--- config.mk ---
export PLATFORM = sky130hd
export DESIGN_NAME = regfile_sb
export DESIGN_NICKNAME = d
export VERILOG_FILES = /design/src/rtl/regfile_sb.sv
export SDC_FILE = /design/constraint.sdc
export NUM_CORES = 1
export LEC_CHECK = 0
export ABC_CLOCK_PERIOD_IN_PS = 4700
export BUFFER_PORTS_ARGS = -buffer_cell sky130_fd_sc_hd__buf_4
export CAP_MARGIN = 20
export CORE_UTILIZATION = 33
export CTS_BUF_LIST = sky130_fd_sc_hd__clkbuf_8
export CTS_CLUSTER_DIAMETER = 80
export DETAILED_ROUTE_END_ITERATION = 7
export GPL_TIMING_DRIVEN = 0
export PLACE_DENSITY = 0.48
export SETUP_SLACK_MARGIN = 0.05
export SYNTH_ARGS = -nofsm -noshare
export SYNTH_HDL_FRONTEND = slang
export SYNTH_SLANG_ARGS = --single-unit
--- constraint.sdc ---
create_clock -name Clk -period 4.7 [get_ports Clk]
set_input_delay 1.41 -clock Clk [delete_from_list [all_inputs] [get_ports Clk]]
set_output_delay 1.41 -clock Clk [all_outputs]
set_load 0.01 [all_outputs]
--- src/rtl/regfile_sb.sv ---
// ============================================================================
// Module      : regfile_sb
// Description : Clocked register file with one write port, two combinational
//               read ports, a per-register busy scoreboard and a multi-cycle
//               clear sweep. Optional write-to-read bypass under the macro
//               REGFILE_BYPASS_EN.
// Revision    : 1.0 - initial synchronous release
// ============================================================================
`default_nettype none

module regfile_sb #(
    parameter int DATA_W   = 13,
    parameter int ADDR_W   = 3,
    parameter int ZERO_REG = 0
) (
    input  logic              Clk,
    input  logic              Reset,
    input  logic              WriteFlag,
    input  logic [ADDR_W-1:0] R1,
    input  logic [DATA_W-1:0] ALU_Result,
    input  logic [ADDR_W-1:0] R2,
    input  logic [ADDR_W-1:0] R3,
    output logic [DATA_W-1:0] RegData2,
    output logic [DATA_W-1:0] RegData3,
    input  logic              ReserveEn,
    input  logic [ADDR_W-1:0] RsvAddr,
    output logic              Busy2,
    output logic              Busy3,
    input  logic              ClearReq,
    output logic              ClearBusy,
    output logic              WrDrop
);

    localparam int                DEPTH  = 2 ** ADDR_W;
    localparam logic [ADDR_W-1:0] c_LAST = ADDR_W'(DEPTH - 1);
    localparam bit                c_ZERO = (ZERO_REG != 0);

    typedef enum logic [0:0] {
        S_IDLE  = 1'b0,
        S_SWEEP = 1'b1
    } state_t;

    logic [DATA_W-1:0] r_regs [DEPTH];
    logic [DEPTH-1:0]  r_busy;
    state_t            r_state;
    logic [ADDR_W-1:0] r_ptr;
    logic              r_clear_busy;

    logic w_idle;
    logic w_wr_ok;
    logic w_rsv_ok;
    logic w_zero2;
    logic w_zero3;
    logic w_byp2;
    logic w_byp3;
    logic w_bsy_kill2;
    logic w_bsy_kill3;

    assign w_idle   = (r_state == S_IDLE);
    // Writes and reservations are only honoured outside the sweep
    assign w_wr_ok  = WriteFlag & w_idle & ~(c_ZERO & (R1 == '0));
    assign w_rsv_ok = ReserveEn & w_idle & ~(c_ZERO & (RsvAddr == '0));
    assign w_zero2  = c_ZERO & (R2 == '0);
    assign w_zero3  = c_ZERO & (R3 == '0);

`ifdef REGFILE_BYPASS_EN
    assign w_byp2      = w_wr_ok & (R1 == R2);
    assign w_byp3      = w_wr_ok & (R1 == R3);
    // A same-cycle reservation of the read address keeps the stored busy bit
    assign w_bsy_kill2 = w_byp2 & ~(w_rsv_ok & (RsvAddr == R2));
    assign w_bsy_kill3 = w_byp3 & ~(w_rsv_ok & (RsvAddr == R3));
`else
    assign w_byp2      = 1'b0;
    assign w_byp3      = 1'b0;
    assign w_bsy_kill2 = 1'b0;
    assign w_bsy_kill3 = 1'b0;
`endif

    assign RegData2 = w_zero2 ? '0 : (w_byp2 ? ALU_Result : r_regs[R2]);
    assign RegData3 = w_zero3 ? '0 : (w_byp3 ? ALU_Result : r_regs[R3]);
    assign Busy2    = ~w_zero2 & r_busy[R2] & ~w_bsy_kill2;
    assign Busy3    = ~w_zero3 & r_busy[R3] & ~w_bsy_kill3;

    assign ClearBusy = r_clear_busy;
    assign WrDrop    = ~Reset & r_clear_busy & (WriteFlag | ReserveEn);

    // Reservation is applied after the write so a same-edge producer wins
    always_ff @(posedge Clk) begin
        if (Reset) begin
            for (int i = 0; i < DEPTH; i++) begin
                r_regs[i] <= '0;
            end
            r_busy <= '0;
        end else if (r_state == S_SWEEP) begin
            r_regs[r_ptr] <= '0;
            r_busy[r_ptr] <= 1'b0;
        end else begin
            if (w_wr_ok) begin
                r_regs[R1] <= ALU_Result;
                r_busy[R1] <= 1'b0;
            end
            if (w_rsv_ok) begin
                r_busy[RsvAddr] <= 1'b1;
            end
        end
    end

    always_ff @(posedge Clk) begin
        if (Reset) begin
            r_state      <= S_IDLE;
            r_ptr        <= '0;
            r_clear_busy <= 1'b0;
        end else begin
            case (r_state)
                S_IDLE: begin
                    if (ClearReq) begin
                        r_state      <= S_SWEEP;
                        r_ptr        <= '0;
                        r_clear_busy <= 1'b1;
                    end
                end
                S_SWEEP: begin
                    if (r_ptr == c_LAST) begin
                        r_state      <= S_IDLE;
                        r_ptr        <= '0;
                        r_clear_busy <= 1'b0;
                    end else begin
                        r_ptr <= r_ptr + 1'b1;
                    end
                end
                default: begin
                    r_state      <= S_IDLE;
                    r_ptr        <= '0;
                    r_clear_busy <= 1'b0;
                end
            endcase
        end
    end

endmodule

`default_nettype wire

After elaboration in Yosys (flattened, before gate mapping)
Memories as Yosys holds them, arrays and structs flattened.
Cells that the tools add are included.

storage, ports and cells
  word-level logic and storage cells = 74
  bits in registers = 13
  input port bits = 30
  output and inout port bits = 30
  bits in writable memories = 104
  memories kept = 1

operators by class
  reductions and logical operators = 6
  mux-type cells = 39
  eq/ne operators = 3
  add/sub/neg operators = 1
  bitwise logic cells = 12
  $lt $le $gt $ge = 8

memory list
  memory  words  width  read ports  clocked after Yosys merged registers in  write ports  RTL line  text
  r_regs  8      13     2           0                                        8            43        logic [DATA_W-1:0] r_regs [DEPTH];

operators by type and width
  cell                                                                count
  2-to-1 mux 8 bit                                                    5
  2-to-1 mux 13 bit                                                   2
  OR reduction 13 bit                                                 2
  < comparator 3 x 4 -> 1 bit (second input constant)                 5
  2-to-1 mux 1 bit                                                    20
  bitwise AND 8 bit                                                   2
  NOT 8 bit                                                           2
  2-to-1 mux 3 bit                                                    4
  demux 1 bit (select 3 bit)                                          3
  greater-or-equal comparator 3 x 1 -> 1 bit (second input constant)  3
  bitwise OR 8 bit                                                    1
  binary-select mux 1 bit (select 3 bit)                              2
  case mux 3 bit (2 select lines)                                     1
  bitwise AND 1 bit                                                   4
  case mux 1 bit (2 select lines)                                     2
  adder 3 x 1 -> 3 bit (second input constant)                        1
  == test 3 bit (second input constant)                               1
  logical AND 1 bit                                                   3
  inequality test 2 x 1 -> 1 bit (second input constant)              1
  inequality test 2 bit (second input constant)                       1
  NOT 1 bit                                                           2
  AND reduction 2 bit                                                 1
  bitwise OR 1 bit                                                    1

Logic depth before layout (Yosys ltp)
  depth in word-level cells = 12
  mapped depth = 6
  gate-level depth less buffers = 5

Worst setup path after synthesis
Ideal clock, no wire load.

  path type = input port to output port
  from = input R2[0]
  to = output RegData2[0]
  buffers on the path = 2
  slack = 0.484 ns
  required time = 3.290 ns
  data arrival time = 2.806 ns
  cell stages on the path = 4
  cells stage by stage = buf_2 > buf_2 > mux4_2 > mux2_2

between the ends
  word-level cells in the longest chain between the ends = 1

RTL lines
  item                      RTL line  text
  from (decl)               21        input logic [ADDR_W-1:0] R2,
  memory read (8 x 13 bit)  --
  to (decl)                 23        output logic [DATA_W-1:0] RegData2,

Every way passes these cells.

Worst setup path after layout
  from = input R2[0]
  to = output RegData2[11]

Same word-level chain as after synthesis.

==> PnR_summary.wiki <==
{| class="wikitable"
! Metric !! Value
|-
| Die ar. || 0.0202 mm2
|-
| Post-CTS setup buffer count || 0
|-
| Final period util || 0.964
|-
| Transition time at the pin with the least slew margin || 0.994 ns
|-
| First-pass GRT wire length || approximately 27000 um
|-
| Worst relative slew slack || 0.337
|-
| Number of buffers inserted by port buffering || between 50 and 60
|-
| RSZ-0062 raised after global routing || false
|-
| Hold violation total from the final report || 0
|-
| Clock buffers created by TritonCTS || 17
|-
| Pin count of the biggest net entering global routing || 17
|-
| Master cell of the clock root buffer || clkbuf_8
|-
| Syn avg cell area || about 15 um2
|-
| Most common cell after layout, fill and taps aside || and2_1
|-
| Worst hold-check path type || flop to flop
|-
| TritonCTS clock tree || done
|-
| Post-synth top area cell || edfxtp_1
|-
| Vias in the first global route || 4194
|-
| Total number of nets in the final design || ~540
|-
| Final critical delay including setup and external delays || 4.53 ns
|-
| Global-route congestion overflow total || 0
|-
| GRT Overall Usage || 0.194
|-
| Overall die height || 142 um
|-
| Most area-consuming cells after synthesis || edfxtp_1, mux4_2, and2_1
|-
| Final Max Tran Viols || 0
|-
| Fraction of layout cells with a size suffix above 1 || 0.383
|-
| H-Tree Depth || 4
|-
| Max stage delay cell, worst path || mux4_2
|-
| Critical path class || input pin to primary output
|-
| CP dominant cell by count || buf_4
|-
| Required time of the critical path || approximately 3.3 ns
|-
| Syn_nets || 461
|-
| I/O pin total || 60
|-
| Critical path, cell by cell || buf_2 -> buf_4 -> mux4_2 -> mux2_2 -> buf_4
|-
| DP Area || around 0.0072 mm2
|-
| Max Fclk || 221 MHz
|-
| Final clock skew || 0.0102 ns
|-
| Number of cells produced by synthesis || 429
|-
| Number of detailed-routing iterations run before antenna repair || 4
|-
| Post-Layout Cell Count || around 800
|-
| Combined buffer and inverter count along the critical path || 3
|-
| Data arrival time of the critical path || between 3 and 4 ns
|-
| Synthesized cell area || 0.00647 mm2
|-
| Area share of the leading cell type in the synthesized netlist || 0.483
|-
| Placeable core area || 0.0190 mm2
|-
| Status || finished, final reports clean
|-
| Clock-pin slew on the worst setup and hold paths || 0.06 ns
|-
| Vias after detailed routing || ~4000
|-
| Maximum VDD drop || 0.176 mV
|-
| Max Root-Sink Buffers || 2
|-
| DP HPWL || about 12000 um
|-
| Routed len/inst || 23.2 um
|-
| Critical Path End Type || primary output
|-
| Delay-heaviest family, CP || buffers and inverters
|-
| Ys Warns || 0
|-
| Final core area utilization || 0.403
|-
| Unique cell type count in the Yosys netlist || 32
|-
| Clock tree sinks || ~120
|-
| Final instance area || 0.00764 mm2
|-
| Total power per unit cell area || 323 mW/mm2
|-
| Register area share after synthesis || 0.523
|-
| Detailed router's first-iteration violation count || 305
|-
| Detail-routed via count per cell || 5.19
|-
| Primary FF master, synth || edfxtp_1
|-
| Standby leakage power || 2.81 nW
|-
| Highest fanout seen on the critical path || 10
|-
| Wire length after detailed routing || approximately 18000 um
|-
| Latest clock arrival within the worst-skew pair || ~0.44 ns
|-
| Largest stage delay on the critical path || 0.55 ns
|-
| Count of antenna diodes in the layout || 0
|-
| DRT antenna net count || 0
|-
| Layout overhead on the synthesized area || 18.1%
|-
| Number of flops mapped to enable cells by yosys || 104
|-
| Number of DRC violations after detailed routing || 0
|-
| Global placer's final weighted congestion || a little under 0.8
|-
| Commonest cells after routing, fill and taps aside || and2_1, edfxtp_1, buf_4, mux4_2, mux2_2
|-
| Flip-flop and latch count after synthesis || ~120
|-
| Antenna violations before repair || 0
|-
| Post-synth ARST share || 0
|-
| Hold slack || 0.507 ns
|-
| Number of cell rows || 50
|-
| Max-capacitance violation count || 0
|-
| Cells after DPL || 746
|-
| Setup violations, final || 0
|-
| Effective utilization at floorplan || 0.341
|-
| Die Span X || 142 um
|-
| Setup crit start kind || input pin
|}
## state kept, by name, indices dropped and copies added (netlist names)
name       count
ClearBusy      1
r_busy         8
r_ptr          3
r_regs       104
r_state        1
## tightest hold or removal path: cells and delay by family, from the launching register on
family,cells,cell delay [ns]
compound gates,2,0.13
flops,1,0.33
## logic make-up after synthesis
group | Yosys count | share of synthesized area
simple gates | 153 | 0.143
flops | 117 | 0.523
mux | 88 | 0.250
compound gates | 39 | 0.0582
buf+inv | 30 | 0.0219
fa+ha+maj | 2 | 0.00387
## cell usage after synthesis (8+ instances only)
| cell | n |
|---|---|
| a21oi_1 | 14 |
| and2_1 | 105 |
| buf_2 | 8 |
| clkbuf_1 | 16 |
| dfxtp_1 | 13 |
| edfxtp_1 | 104 |
| mux2_2 | 28 |
| mux4_2 | 56 |
| nand2_1 | 12 |
| nand2b_1 | 9 |
| nor2_1 | 10 |
| o221ai_1 | 8 |
## routing by layer
layer / vias to the layer above / track usage / share of wire
met5: - / 0 / 0
met3: 17 / 0.0330 / 0.040
met4: 0 / 0.0549 / 0.012
met1: 2074 / 0.265 / 0.46
met2: 119 / 0.317 / 0.49
li1: 1819 / - / -
## power breakdown
| group | switching (mW) | internal [mW] | total [mW] |
|---|---|---|---|
| clock | 0.407 | 0.507 | 0.914 |
| combinational | 0.180 | 0.168 | 0.349 |
| sequential | 0.0227 | 1.18 | 1.20 |
| total | 0.610 | 1.85 | 2.46 |
## final cells by class
type / instances / area (um2)
clock inverter: 14 / 144
fill: 1786 / 11300
inverter: 1 / 3.75
timing repair buffer: 57 / 443
sequential: 117 / 3380
buffer: 29 / 155
tap: 260 / 325
clock buffer: 17 / 234
multi-input combinational: 282 / 2950
## stage by stage
step	setup TNS [ns]	power, mW	worst slack [ns]
after floorplan	0	1.42	0.484
after global routing	0	2.56	0.0591
after detailed placement	-9.50	1.58	-0.381
after CTS	0	2.49	0.116
final	0	2.46	0.169
after global placement	-9.07	1.57	-0.369
## repair_timing
action                     CTS  global route
setup endpoints to repair   28             0
resized for setup           10             0
hold buffers                 0             0
## worst paths after layout
path	slack, ns	depth (start not counted)	to	start
worst max register to register	2.20	5	r_regs[6][4]$_SDFFCE_PN0P_	r_state$_SDFF_PP0_
worst max-delay path	0.17	5	RegData2[11]	R2[0]
worst min register to register	0.51	2	r_busy[4]$_SDFF_PP0_	r_busy[4]$_SDFF_PP0_
worst min-delay path	0.51	2	r_busy[4]$_SDFF_PP0_	r_busy[4]$_SDFF_PP0_
Power figures use the tool's default switching activity.
